===== src/rtl/mul4_seq_pkg.sv =====
// Shared definitions for the shift-and-add multiplier.
// State encodings used by the control FSM.
package mul4_seq_pkg;

    localparam logic [1:0] ST_IDLE = 2'd0;
    localparam logic [1:0] ST_BUSY = 2'd1;
    localparam logic [1:0] ST_DONE = 2'd2;

endpackage


===== src/rtl/mul4_seq_fa4.sv =====
// 4-bit ripple-carry adder, reused as the multiplier's
// only arithmetic element.
module mul4_seq_fa4 (
    input  logic [3:0] a,
    input  logic [3:0] b,
    input  logic       ci,
    output logic [3:0] s,
    output logic       co
);

    logic [4:0] c;

    assign c[0] = ci;

    for (genvar i = 0; i < 4; i++) begin : g_bit
        assign s[i]   = a[i] ^ b[i] ^ c[i];
        assign c[i+1] = (a[i] & b[i]) | (c[i] & (a[i] ^ b[i]));
    end

    assign co = c[4];

endmodule


===== src/rtl/mul4_seq.sv =====
// Sequential shift-and-add unsigned multiplier with
// a start/done handshake, one partial product per clock.
module mul4_seq
    import mul4_seq_pkg::*;
#(
    parameter int WIDTH = 4,
    parameter int CNT_W = 5
) (
    input  logic               clk,
    input  logic               rst,
    input  logic               start,
    input  logic [WIDTH-1:0]   a,
    input  logic [WIDTH-1:0]   b,
    output logic               busy,
    output logic               done,
    output logic [2*WIDTH-1:0] p
);

    logic [1:0]       state;
    logic [WIDTH-1:0] mcand;
    logic [WIDTH-1:0] hi;
    logic [WIDTH-1:0] lo;
    logic [CNT_W-1:0] cnt;

    logic [WIDTH-1:0] addend;
    logic [WIDTH-1:0] sum;
    logic             carry;
    logic [WIDTH-1:0] hi_nxt;
    logic [WIDTH-1:0] lo_nxt;
    logic             last;

    assign addend = lo[0] ? mcand : '0;

    if (WIDTH == 4) begin : g_fa4
        mul4_seq_fa4 fa4_inst (
            .a  (hi),
            .b  (addend),
            .ci (1'b0),
            .s  (sum),
            .co (carry)
        );
    end else begin : g_beh
        assign {carry, sum} = {1'b0, hi} + {1'b0, addend};
    end

    // Carry re-enters as the MSB of hi, so nothing is lost.
    assign hi_nxt = {carry, sum[WIDTH-1:1]};
    assign lo_nxt = {sum[0], lo[WIDTH-1:1]};
    assign last   = (cnt == CNT_W'(WIDTH - 1));

    assign busy = (state == ST_BUSY);
    assign done = (state == ST_DONE);

    always_ff @(posedge clk) begin
        if (rst) begin
            state <= ST_IDLE;
            mcand <= '0;
            hi    <= '0;
            lo    <= '0;
            cnt   <= '0;
            p     <= '0;
        end else begin
            case (state)
                ST_IDLE, ST_DONE: begin
                    if (start) begin
                        mcand <= a;
                        hi    <= '0;
                        lo    <= b;
                        cnt   <= '0;
                        state <= ST_BUSY;
                    end else begin
                        state <= ST_IDLE;
                    end
                end
                ST_BUSY: begin
                    hi  <= hi_nxt;
                    lo  <= lo_nxt;
                    cnt <= cnt + CNT_W'(1);
                    if (last) begin
                        p     <= {hi_nxt, lo_nxt};
                        state <= ST_DONE;
                    end
                end
                default: state <= ST_IDLE;
            endcase
        end
    end

endmodule


===== config.mk =====
export PLATFORM = sky130hd
export DESIGN_NAME = mul4_seq
export DESIGN_NICKNAME = d
export VERILOG_FILES = /design/src/rtl/mul4_seq_pkg.sv /design/src/rtl/mul4_seq_fa4.sv /design/src/rtl/mul4_seq.sv
export SDC_FILE = /design/constraint.sdc
export NUM_CORES = 1
export LEC_CHECK = 0
export ABC_CLOCK_PERIOD_IN_PS = 4650
export CAP_MARGIN = 20
export CORE_ASPECT_RATIO = 0.8
export CORE_MARGIN = 2
export CORE_UTILIZATION = 30
export CTS_CLUSTER_SIZE = 40
export DETAILED_ROUTE_END_ITERATION = 16
export MAX_ROUTING_LAYER = met4
export PLACE_DENSITY = 0.58
export SLEW_MARGIN = 20
export SYNTH_ARGS = -nofsm -noshare
export SYNTH_HDL_FRONTEND = slang
export SYNTH_HIERARCHICAL = 1
export SYNTH_SLANG_ARGS = --single-unit

===== constraint.sdc =====
create_clock -name clk -period 4.65 [get_ports clk]
set_input_delay 1.1625 -clock clk [delete_from_list [all_inputs] [get_ports clk]]
set_output_delay 1.1625 -clock clk [all_outputs]
set_load 0.1 [all_outputs]

==> impl_metrics.py, run 1 <==
metrics = {
    "run_status": {
        "status": "finished, final reports clean",
    },
    "placement": {
        "gp_congestion": 0.783,
        "io_buffers": 20,
        "dp_hpwl_mm": 1.87,
    },
    "power": {
        "power_density_nw_per_um2": 269,
        "ir_drop_mv": 0.161,
        "p_leak_nw": 0.573,
        "p_total_uw": 423,
    },
    "detailed_routing": {
        "wl_mm": 2.43,
        "ant_nets": 0,
        "drc": 0,
        "vias_per_cell": 4.45,
        "vias": 965,
        "drt_iter0_drc": 16,
        "drt_first_pass_iters": 4,
        "wl_per_cell_um": 11.2,
    },
    "synthesis": {
        "ys_warn_count": 6,
        "synth-edff-count": 0,
        "syn_area_um2": 1280,
        "ys_seq_elements": 27,
        "synth_top_flop_cell": "dfxtp_1",
        "async_flop_share_pct": 0,
        "avgSynthCellArea_um2": 8.97,
        "synth.yosys.seq_area_share_pct": 42.1,
        "synth_nets": 159,
        "synth_cells": 143,
        "synth.distinct_cells": 26,
    },
    "worst_setup_path": {
        "worstPathRequired_ns": 3.49,
        "path_max_fanout": 15,
        "end_kind": "output port",
        "cp_cell_sequence": "or2b_4 > inv_1 > clkdlybuf4s50_1",
        "arrival_ns": 2.59,
        "r2r_cells": 11,
        "worstSetupPathType": "reg -> out",
        "max_stage_delay_ns": 1.21,
        "cpMaxStageDelayCell": "clkdlybuf4s50_1",
        "cp-start-kind": "flip-flop",
    },
    "clocking": {
        "tritoncts": "built",
        "ctsResizeCount": 0,
        "clock_sinks": 27,
        "numCtsBuffers": 3,
        "post-cts-setup-buffers": 0,
        "clock_latency_ns": 0.27,
        "root_buffer": "clkbuf_8",
        "ctsHoldBuffers": 0,
        "htreeDepth": 1,
        "cts_max_path_buffers": 2,
        "clkTransAtPathRegs_ns": 0.09,
    },
    "die": {
        "die_area_um2": 4820,
        "initial_core_util_pct": 30.9,
        "coreArea_um2": 4150,
        "die_x_um": 77.1,
        "rows": 21,
        "io_pins": 21,
        "fp.dieH_um": 62.5,
    },
    "global_routing": {
        "antenna_found_initial": 0,
        "grt_pass1_vias": 909,
        "grt_max_degree": 24,
        "grt_usage_pct": 10.7,
        "grt-ovfl-total": 0,
        "grt_first_pass_wirelength_mm": 4.09,
    },
    "sta": {
        "finClkSkew_ns": 0.00964,
        "setup_viol": 0,
        "hold_viol": 0,
        "tightestPinTransition_ns": 0.965,
        "tns_ns": 0,
        "drv_slew": 0,
        "period_minus_slack_ns": 3.75,
        "rsz0062_at_grt": "no",
        "maxSlewHeadroom_pct": 35.5,
        "fmax_ghz": 0.267,
        "post-route-period-util_pct": 80.6,
    },
    "cells_and_area": {
        "antenna-diode-count": 0,
        "areaGrowthSynthToFinish_pct": 22.6,
        "final_cell_mix": "27 x dfxtp_1, 20 x clkdlybuf4s50_1, 18 x nand2b_1, 16 x a21oi_1, 13 x nand2_1",
        "final_common_cell": "dfxtp_1",
        "nets": 177,
        "layout-drive-gt1-share_pct": 6.88,
        "nFillCells": 451,
    },
    "hold_path": {
        "hp-class": "reg -> reg",
        "min_path_cells": 2,
    },
    "run": {
        "maxCapViolations": 0,
    },
}
[synthesized netlist by cell type (2+ instances only)]
| cell | count | area share, % |
|---|---|---|
| nand2_1 | 13 | 3.8 |
| nor3b_1 | 2 | 1.2 |
| nand4_1 | 2 | 0.98 |
| and2_1 | 4 | 2.0 |
| nand2b_1 | 18 | 8.8 |
| a21oi_1 | 16 | 6.2 |
| mux2i_1 | 8 | 6.2 |
| nor2_1 | 3 | 0.88 |
| inv_1 | 12 | 3.5 |
| a22oi_1 | 4 | 2.3 |
| dfxtp_1 | 27 | 42 |
| nand3_1 | 10 | 3.9 |
| mux2_2 | 2 | 1.8 |
| clkbuf_1 | 6 | 1.8 |
| nor2b_1 | 2 | 0.98 |
| fa_1 | 4 | 6.2 |
[path summary, 6_finish.rpt]
kind / from / slack (ns) / to
max: state[0] / 0.90 / busy
min: mcand[1] / 0.47 / mcand[1]
max reg2reg: lo[0] / 2.28 / hi[2]
min reg2reg: mcand[1] / 0.47 / mcand[1]
[cells by family after synthesis]
group,share of synthesized area (%)
simple gates,26.9
flops,42.1
compound gates,9.17
buf+inv,6.24
mux,8.00
fa+ha+maj,7.22
other cells,0.292
[metal layers]
metal,track usage (%),up-vias,routed length (um)
met5,-,-,0
met4,2.01,0,10
met3,3.03,2,111
met2,18.3,18,1140
met1,12.8,442,1170
li1,-,503,-
[metrics by stage]
step	setup WS [ns]	cells	cell area [um2]	utilization, %	hold WS, ns
floorplan	1.83	143	1280	-	0.432
global placement	1.26	213	1530	36.8	0.447
detailed placement	1.21	213	1530	36.8	0.461
CTS	0.903	217	1570	37.9	0.474
global route	0.807	217	1570	37.9	0.494
finish	0.901	217	1570	37.9	0.467
[area by class of cell]
cell class              instances  area [um2]  share of cell area, %
repair buffers                 21         208                   13.2
clock inverters                 1        5.00                  0.318
inverters                      12        45.0                   2.86
multi-input cells              96         662                   42.1
clock buffers                   3        41.3                   2.63
flip-flops and latches         27         541                   34.4
well taps                      57        71.3                   4.53
[report_power, final]
group / leakage, nW / internal [mW] / switching (mW)
Combinational: 0.328 / 0.0206 / 0.0298
Sequential: 0.219 / 0.238 / 0.00512
Clock: 0.0255 / 0.0599 / 0.0696
[sequential cells by signal, summed over array words and instances, names as in the netlist]
name	flops
state	2
p	8
cnt	5
hi	4
lo	4
mcand	4
[critical path, delay by kind of cell, from the launching register on]
family        cells  cell delay (ns)
flops             1             0.37
buf+inv           2             1.56
simple gates      1             0.37
(Power assumes the default switching activity.)
==> run 2: changes to the inputs <==
--- a/config.mk
+++ b/config.mk
@@ -5,7 +5,7 @@
 export SDC_FILE = /design/constraint.sdc
 export NUM_CORES = 1
 export LEC_CHECK = 0
-export ABC_CLOCK_PERIOD_IN_PS = 4650
+export ABC_CLOCK_PERIOD_IN_PS = 3800
 export CAP_MARGIN = 20
 export CORE_ASPECT_RATIO = 0.8
 export CORE_MARGIN = 2
==> constraint.sdc (replaced) <==
create_clock -name clk -period 3.8 [get_ports clk]
set_input_delay 0.95 -clock clk [delete_from_list [all_inputs] [get_ports clk]]
set_output_delay 0.95 -clock clk [all_outputs]
set_load 0.1 [all_outputs]
==> impl_metrics.py, run 2 (same netlist as run 1, synthesis figures left out) <==
metrics = {
    "sta": {
        "maxSlewHeadroom_pct": 35.4,
        "drv_slew": 0,
        "setup_viol": 0,
        "tightestPinTransition_ns": 0.965,
        "fmax_ghz": 0.355,
        "period_minus_slack_ns": 2.82,
        "tns_ns": 0,
        "hold_viol": 0,
        "post-route-period-util_pct": 74.1,
        "finClkSkew_ns": 0.00543,
        "rsz0062_at_grt": "no",
    },
    "clocking": {
        "htreeDepth": 1,
        "post-cts-setup-buffers": 0,
        "ctsResizeCount": 0,
        "ctsHoldBuffers": 0,
        "clock_latency_ns": 0.27,
        "clkTransAtPathRegs_ns": 0.09,
        "numCtsBuffers": 3,
        "root_buffer": "clkbuf_8",
        "clock_sinks": 27,
        "cts_max_path_buffers": 2,
        "tritoncts": "built",
    },
    "worst_setup_path": {
        "arrival_ns": 1.87,
        "worstPathRequired_ns": 2.85,
        "end_kind": "output port",
        "max_stage_delay_ns": 1.13,
        "cp-start-kind": "flip-flop",
        "cpMaxStageDelayCell": "clkdlybuf4s50_1",
        "worstSetupPathType": "reg -> out",
        "cp_cell_sequence": "nor2b_1 > clkdlybuf4s50_1",
        "path_max_fanout": 2,
    },
    "cells_and_area": {
        "layout.cells.non_filler": 218,
        "areaGrowthSynthToFinish_pct": 23.0,
        "layout-drive-gt1-share_pct": 8.07,
        "final_cell_mix": "27 x dfxtp_1, 19 x clkdlybuf4s50_1, 18 x nand2b_1, 16 x a21oi_1, 13 x nand2_1",
        "post-route-util_pct": 38.0,
        "largest_reg_flops": 8,
        "final_common_cell": "dfxtp_1",
        "reg_top3": "p x8, cnt x5",
        "top_register": "p",
        "nets": 178,
        "antenna-diode-count": 0,
    },
    "die": {
        "rows": 21,
        "die_area_um2": 4820,
        "io_pins": 21,
        "die_x_um": 77.1,
        "coreArea_um2": 4150,
        "fp.dieH_um": 62.5,
        "initial_core_util_pct": 30.9,
    },
    "global_routing": {
        "antenna_found_initial": 0,
        "grt_usage_pct": 11.4,
        "grt_first_pass_wirelength_mm": 4.27,
        "grt_max_degree": 26,
        "grt-ovfl-total": 0,
        "grt_pass1_vias": 914,
    },
    "detailed_routing": {
        "vias_per_cell": 4.40,
        "wl_mm": 2.50,
        "wl_per_cell_um": 11.5,
        "drc": 0,
        "drt_iter0_drc": 48,
        "ant_nets": 0,
        "vias": 960,
        "drt_first_pass_iters": 4,
    },
    "power": {
        "seq_power_share_pct": 56.9,
        "power_density_nw_per_um2": 331,
        "intPower_uw": 390,
        "p_sw_uw": 132,
        "p_leak_nw": 0.579,
        "power_switching_share_pct": 25.3,
        "pwr-share-comb_pct": 12.2,
        "ir_drop_mv": 0.169,
        "clockPowerShare_pct": 30.9,
    },
    "placement": {
        "placedCellCount": 214,
        "gp_congestion": 0.735,
        "io_buffers": 20,
        "dp_hpwl_mm": 1.81,
    },
    "hold_path": {
        "hp-class": "reg -> reg",
    },
    "run_status": {
        "status": "finished, final reports clean",
    },
    "run": {
        "maxCapViolations": 0,
    },
}
[run 2: changes by cell type in the layout (fill, tap and decap cells not counted), sizes merged]
cell / change
buf: +2
clkdlybuf4s50: -1
[run 2: power by group through the flow]
stage          Sequential [mW]  Clock (mW)  Combinational, mW
2_1_floorplan            0.302           0             0.0441
3_3_place_gp             0.303           0             0.0628
3_5_place_dp             0.304           0             0.0639
4_1_cts                  0.297       0.169             0.0640
5_1_grt                  0.298       0.180             0.0703
6_report                 0.297       0.161             0.0637
[run 2: worst paths after layout]
check | cells past startpoint | slack (ns) | endpoint | start
max reg2reg | 11 | 1.45 | hi[2] | lo[0]
min reg2reg | 2 | 0.46 | mcand[3] | mcand[3]
max | 2 | 0.98 | done | state[1]
min | 2 | 0.46 | mcand[3] | mcand[3]
[run 2: area by class of cell]
type,instances,area (um2)
clock inverter,1,5.00
multi-input combinational,96,662
timing repair buffer,22,213
inverter,12,45.0
fill,432,2570
clock buffer,3,41.3
tap,57,71.3
sequential,27,541
[run 2: critical path: cells and delay by family, from the launching register on]
family,cells,cell delay [ns]
buffers and inverters,1,1.13
flip-flops,1,0.34
AND/OR/NAND/NOR,1,0.13
[run 2: per-stage QoR]
| stage | total power, mW | setup WS, ns | hold WS (ns) | cell area, um2 |
|---|---|---|---|---|
| finish | 0.522 | 0.984 | 0.457 | 1580 |
| global route | 0.549 | 0.896 | 0.478 | 1580 |
| CTS | 0.530 | 0.962 | 0.461 | 1580 |
| detailed placement | 0.368 | 1.26 | 0.448 | 1530 |
| global placement | 0.366 | 1.30 | 0.442 | 1530 |
| floorplan | 0.346 | 1.19 | 0.432 | 1280 |
[run 2: routing by layer]
| layer | vias to the layer above | part of all wire, % | GRT usage, % |
|---|---|---|---|
| met4 | 0 | 0.40 | 2.01 |
| li1 | 503 | - | - |
| met5 | - | 0 | - |
| met3 | 2 | 5.2 | 3.61 |
| met2 | 23 | 44 | 17.2 |
| met1 | 432 | 50 | 15.2 |
